$ cat src/rtl/regfile_mp_scoreboard.sv
// Multi-port register file with a per-register pending-write (busy) bit for RAW hazard detection.
// Optional macro REGFILE_BYPASS_EN: write-first forwarding of a same-edge write into the read ports.
module regfile_mp_scoreboard #(
   parameter int DATA_WIDTH = 32,
   parameter int ADDR_WIDTH = 5,
   parameter int NUM_READ   = 2,
   parameter int ZERO_REG   = 1
) (
   input  logic                           clock,
   input  logic                           resetN,
   input  logic [NUM_READ*ADDR_WIDTH-1:0] rdAddr,
   output logic [NUM_READ*DATA_WIDTH-1:0] rdData,
   output logic [NUM_READ-1:0]            rdBusy,
   input  logic                           wrEn,
   input  logic [ADDR_WIDTH-1:0]          wrAddr,
   input  logic [DATA_WIDTH-1:0]          wrData,
   input  logic                           busySet,
   input  logic [ADDR_WIDTH-1:0]          busySetAddr
);
   localparam int DEPTH = 1 << ADDR_WIDTH;
   localparam logic [ADDR_WIDTH-1:0] ADDR_ZERO = '0;
   localparam logic HAS_ZERO = (ZERO_REG != 0);

   logic [DATA_WIDTH-1:0] mem_r [DEPTH];
   logic [DEPTH-1:0]      busy_r;
   logic [DEPTH-1:0]      busy_next_s;
   logic                  wr_ok_s;
   logic                  bs_ok_s;
   logic [DATA_WIDTH-1:0] rd_data_s [NUM_READ];
   logic                  rd_busy_s [NUM_READ];

   // A hardwired zero register swallows both writes and busy marks
   assign wr_ok_s = wrEn    & ~(HAS_ZERO & (wrAddr      == ADDR_ZERO));
   assign bs_ok_s = busySet & ~(HAS_ZERO & (busySetAddr == ADDR_ZERO));

   // Next busy vector: a busy set beats a write-back clear to the same register
   always_comb begin
      busy_next_s = busy_r;
      for (int i = 0; i < DEPTH; i++) begin
         if (bs_ok_s && (busySetAddr == ADDR_WIDTH'(i))) begin
            busy_next_s[i] = 1'b1;
         end else if (wr_ok_s && (wrAddr == ADDR_WIDTH'(i))) begin
            busy_next_s[i] = 1'b0;
         end else begin
            busy_next_s[i] = busy_r[i];
         end
      end
   end

   // Register storage
   always_ff @(posedge clock or negedge resetN) begin
      if (!resetN) begin
         for (int i = 0; i < DEPTH; i++) begin
            mem_r[i] <= '0;
         end
      end else if (wr_ok_s) begin
         mem_r[wrAddr] <= wrData;
      end
   end

   // Busy bit storage
   always_ff @(posedge clock or negedge resetN) begin
      if (!resetN) begin
         busy_r <= '0;
      end else begin
         busy_r <= busy_next_s;
      end
   end

   for (genvar k = 0; k < NUM_READ; k++) begin : g_port
      logic [ADDR_WIDTH-1:0] addr_s;
      assign addr_s = rdAddr[k*ADDR_WIDTH +: ADDR_WIDTH];

      // Read source select: zero register, forwarded write, or stored state
      always_comb begin
         if (HAS_ZERO && (addr_s == ADDR_ZERO)) begin
            rd_data_s[k] = '0;
            rd_busy_s[k] = 1'b0;
`ifdef REGFILE_BYPASS_EN
         end else if (wr_ok_s && (wrAddr == addr_s)) begin
            rd_data_s[k] = wrData;
            rd_busy_s[k] = bs_ok_s && (busySetAddr == addr_s);
`endif
         end else begin
            rd_data_s[k] = mem_r[addr_s];
            rd_busy_s[k] = busy_r[addr_s];
         end
      end
   end

   // Registered read ports
   always_ff @(posedge clock or negedge resetN) begin
      if (!resetN) begin
         rdData <= '0;
         rdBusy <= '0;
      end else begin
         for (int k = 0; k < NUM_READ; k++) begin
            rdData[k*DATA_WIDTH +: DATA_WIDTH] <= rd_data_s[k];
            rdBusy[k]                          <= rd_busy_s[k];
         end
      end
   end

endmodule
$ cat config.mk
export PLATFORM = sky130hd
export DESIGN_NAME = regfile_mp_scoreboard
export DESIGN_NICKNAME = d
export VERILOG_FILES = /design/src/rtl/regfile_mp_scoreboard.sv
export SDC_FILE = /design/constraint.sdc
export NUM_CORES = 2
export LEC_CHECK = 0
export CORE_MARGIN = 2
export CORE_UTILIZATION = 55
export CTS_CLUSTER_DIAMETER = 30
export DETAILED_ROUTE_END_ITERATION = 6
export DONT_BUFFER_PORTS = 1
export MAX_ROUTING_LAYER = met4
export PLACE_DENSITY = 0.79
export SLEW_MARGIN = 15
export SYNTH_ARGS = -nofsm -noshare
export SYNTH_HDL_FRONTEND = slang
export SYNTH_SLANG_ARGS = --single-unit
$ cat constraint.sdc
create_clock -name clock -period 2.4 [get_ports clock]
set_clock_uncertainty 0.15 [all_clocks]
set_input_delay 0.48 -clock clock [delete_from_list [all_inputs] [get_ports clock]]
set_output_delay 0.48 -clock clock [all_outputs]
set_load 0.005 [all_outputs]
# Yosys cells after proc, flatten, opt, wreduce, memory -nomap -nowiden
# Cells that the tools add are included.
[classes] magnitude_cmp=6 n_eq_ne=62 n_mux=81 bitwise_logic=7 n_reduce_logical=101
[op_table] op="1024-bit bitwise mux" n=1
[op_table] op="32-bit binary-select mux with 5-bit select" n=2
[op_table] op="32-bit two-way mux" n=7
[op_table] op="32-bit demux with 5-bit select" n=1
[op_table] op="5-bit equality test, second input constant" n=32
[op_table] op="5-bit by 4-bit equality test with 1-bit output, second input constant" n=16
[op_table] op="1-bit two-way mux" n=68
[op_table] op="1-bit logical AND" n=65
[op_table] op="2-bit nonzero test" n=32
[op_table] op="5-bit by 3-bit equality test with 1-bit output, second input constant" n=8
[op_table] op="5-bit by 2-bit equality test with 1-bit output, second input constant" n=4
[op_table] op="5-bit logical NOT" n=4
[op_table] op="6-bit greater-or-equal comparator, second input constant" n=3
[op_table] op="5-bit NOT with 6-bit output" n=3
[op_table] op="5-bit by 6-bit less-than comparator with 1-bit output, second input constant" n=2
[op_table] op="1-bit binary-select mux with 5-bit select" n=2
[op_table] op="5-bit by 1-bit equality test with 1-bit output, second input constant" n=2
[op_table] op="6-bit by 1-bit less-than comparator with 1-bit output, second input constant" n=1
[op_table] op="1-bit bitwise AND" n=2
[op_table] op="1-bit NOT" n=2
[totals] regBits=1122 in_bits=56 out_inout_bits=66 elab_cells=323

# Depth between registers and ports, before layout
[logic_depth] ltp_word=6 ltp_mapped=8

# Least setup slack after synthesis
# No wires, ideal clock.
[synth_timing] path_type="input -> register" startpoint="input port wrAddr[4]" endpoint="register mem_r[588] (netlist bit)" arrival_time_ns=1.960 required_time_ns=2.125 setup_slack_ns=0.166 path_stages=8 path_buffers=4 cell_sequence="buf_2 -> nand2b_1 -> buf_2 -> nor2_1 -> and3_1 -> buf_2 -> buf_2 -> mux2_2"
[synth_between] elab_chain_len=6
[synth_rtl] element="from (decl)" line="15" source="input logic [ADDR_WIDTH-1:0] wrAddr,"
[synth_rtl] element="5-bit NOT with 6-bit output (implied by the code)" line="57" source="mem_r[wrAddr] <= wrData;"
[synth_rtl] element="6-bit greater-or-equal comparator (implied by the code) or 6-bit by 1-bit less-than comparator with 1-bit output (tied branches)" line="57"
[synth_rtl] element="1-bit logical AND (implied by the code)" line="57"
[synth_rtl] element="32-bit two-way mux (implied by the code)" line="57"
[synth_rtl] element="32-bit demux with 5-bit select" line="57"
[synth_rtl] element="1024-bit bitwise mux" line="57"
[synth_rtl] element="to (signal, indexed assignment)" line="57"
[synth_rtl] element="to (decl)" line="24" source="logic [DATA_WIDTH-1:0] mem_r [DEPTH];"
# Parallel ways exist; a longest one is shown, timed or not.
# A chain may end at the register's enable or synchronous reset.

==> results.py <==
metrics = {
    "grt": {
        "grt_overflow_total": 0,
        "grt_usage": 0.336,
        "antenna_found_initial": 10,
        "grt_pass1_wl_um": 260000,
        "grt_pass1_vias": 39340,
        "grt_max_degree": 1123,
    },
    "clocking": {
        "clockBufferDepth": 3,
        "insertion_delay_ns": 0.78,
        "cts_tree": "yes",
        "cts_made_buffers": 194,
        "root_buffer": "clkbuf_16",
        "cts_sinks": 1122,
        "clk_pin_slew_ns": 0.06,
        "htree_levels": 4,
    },
    "sta": {
        "rsz0062_at_grt": "false",
        "fin_tns_setup_ns": 0,
        "hold_ws_ns": -0.754,
        "hold_viol": 398,
        "finalCriticalPeriod_ns": 2.37,
        "setup_violations": 0,
        "worstMarginPinSlew_ns": 1.23,
        "period_share": 0.987,
        "worst_slack_ns": 0.0306,
        "relSlewSlack": 0.180,
        "fmax_mhz": 422,
        "drv_slew": 0,
    },
    "drt": {
        "vias": 37863,
        "drc": 0,
        "post_drt_wl_per_cell_um": 32.6,
        "wirelength_um": 175000,
        "dr.pass1.iters": 6,
        "vias_per_cell": 7.07,
        "drt_first_iter_violations": 4335,
        "ant_nets": 0,
    },
    "synthesis": {
        "yosysWarnings": 0,
        "netlist.area_leader.share": 0.485,
        "synth_top_area_cell": "dfrtp_1",
        "synth_area_leaders": "dfrtp_1 (48%), mux2_2 (20%), mux4_2 (18%)",
        "async_reset_ff_frac": 1.00,
        "netlist_area_um2": 57900,
        "synth_edf_count": 0,
        "synth.distinct_cells": 42,
        "yosysSeqAreaShare": 0.485,
        "synth_ff_type": "dfrtp_1",
        "syn_inst": 3841,
        "synth_fp_nets": 3897,
        "synth_seq_cells": 1122,
        "avgSynthCellArea_um2": 15.1,
    },
    "setup_path": {
        "start_kind": "flip-flop",
        "cp_data_required_time_ns": 2.90,
        "cp_data_arrival_time_ns": 2.87,
        "path_max_fanout": 3,
        "crit_type": "reg -> reg",
        "r2r_start": "mem_r[688]",
        "r2r_cells": 5,
        "crit_start": "mem_r[688]",
        "critPathCaptureType": "flip-flop",
    },
    "status": {
        "violations": "negative hold slack",
        "status": "complete, but fails checks",
    },
    "cells_and_area": {
        "nFillCells": 7052,
        "final_common_cell": "dfrtp_1",
        "layout_common_cells": "dfrtp_1 (1122), mux2_2 (1024), mux4_2 (462), clkbuf_16 (196), o21ai_0 (138)",
        "layout.cells.non_filler": 5354,
        "final_layout_size_suffix_gt1_frac": 0.520,
        "synthToLayoutAreaGrowth_pct": 15.9,
        "fin_nets": 3836,
    },
    "flow_run": {
        "drv_cap": 0,
    },
    "floorplan": {
        "rows": 119,
        "dieArea_um2": 108000,
        "core_um2": 105000,
        "boundaryPins": 122,
        "start_util": 0.552,
        "fp.dieW_um": 328,
        "die_y_um": 328,
    },
    "placed_design": {
        "dp.cells": 4902,
        "pre_cts_slack_ns": 0.0465,
        "gp_congestion": 0.866,
        "io_buffers": 0,
        "dp_hpwl_um": 92800,
    },
    "pwr": {
        "powerDensity_nw_per_um2": 948,
        "peakVddDrop_v": 0.000728,
        "p_leak_nw": 28.8,
    },
    "min_path": {
        "min_path_type": "in -> async",
    },
}
## report_power, final
group / leakage [nW] / total [W] / switching, W / internal (W)
clock network: 3.32 / 0.0286 / 0.0105 / 0.0181
registers: 14.3 / 0.0254 / 0.00284 / 0.0225
logic: 11.2 / 0.00961 / 0.00343 / 0.00619
total: 28.8 / 0.0636 / 0.0168 / 0.0468
## layer usage
metal	wire, um	up-vias	track usage	part of all wire
met1	66400	20181	0.443	0.38
met5	0	-	-	0
met4	8240	0	0.156	0.047
met2	80700	2293	0.489	0.46
li1	-	14843	-	-
met3	19200	546	0.0912	0.11
## synth_stat cells (2+ instances only)
master,number
buf_1,3
mux2_4,29
nor3b_1,4
a22o_1,10
mux2_1,5
and2_1,2
o22ai_1,6
a211oi_1,66
nand4_1,2
nor2_1,24
nor4_4,3
nand2_1,51
or2_2,2
a221oi_1,50
inv_1,15
nand3b_1,4
nor2b_1,72
nand3_1,3
and3_1,4
clkbuf_1,236
nand2b_1,7
mux4_2,462
buf_6,4
a311oi_1,66
a22oi_1,66
mux2i_1,131
and3b_1,2
o2111ai_1,16
dfrtp_1,1122
o21ai_0,138
or4_1,2
mux2_2,1024
or2_1,3
buf_2,185
buf_4,15
## cell type report
class                           count  area, um^2  area share
Sequential cell                  1122       28100       0.419
Multi-Input combinational cell   2260       28000       0.417
Clock buffer                      224        5170      0.0770
Timing Repair Buffer              187        2350      0.0350
Tap cell                         1391        1740      0.0259
Clock inverter                    143        1710      0.0255
Inverter                           15        60.1    0.000895
Antenna cell                       12        30.0    0.000448
## what timing repair did
action                                  4_1_cts  5_1_grt
buffers inserted                              0        0
hold endpoints to repair                   2211      399
hold buffers                                 65        1
endpoints found under the setup margin        0      353
resized for setup                             0        0
## state kept, by name (all words and copies together), names as in the netlist
register / flops
rdData: 64
mem_r: 1024
rdBusy: 2
busy_r: 32
## path summary, 6_finish.rpt
path                            slack [ns]     endpoint
worst max register to register        0.03   rdData[48]
worst min register to register        0.24  mem_r[1018]
worst min-delay path                 -0.75   mem_r[610]
max in group asynchronous             0.54   mem_r[829]
worst max-delay path                  0.03   rdData[48]
min in group clock                    0.02   rdData[46]
## kinds of logic after synthesis
| group | count (synthesis) | share of synthesized area |
|---|---|---|
| buf+inv | 459 | 0.0353 |
| compound gates | 419 | 0.0513 |
| simple gates | 190 | 0.0185 |
| flops | 1122 | 0.485 |
| mux | 1651 | 0.410 |
## per-stage QoR
step	instance area (um^2)	power (W)	utilization
after global routing	67100	0.0657	0.640
after global placement	59300	0.0335	0.566
final	67100	0.0636	0.640
after detailed placement	59300	0.0341	0.566
after floorplan	57900	0.0323	-
after CTS	66900	0.0632	0.638
## worst max-delay path: stages, from the launching register on
cell and delay, ns:
dfrtp_1 0.40, mux4_2 0.45, nor2b_1 0.14, a211oi_1 0.40, a311oi_1 0.10, dlygate4sd3_1 0.59
No activity file was read; power rests on OpenSTA's default activity.
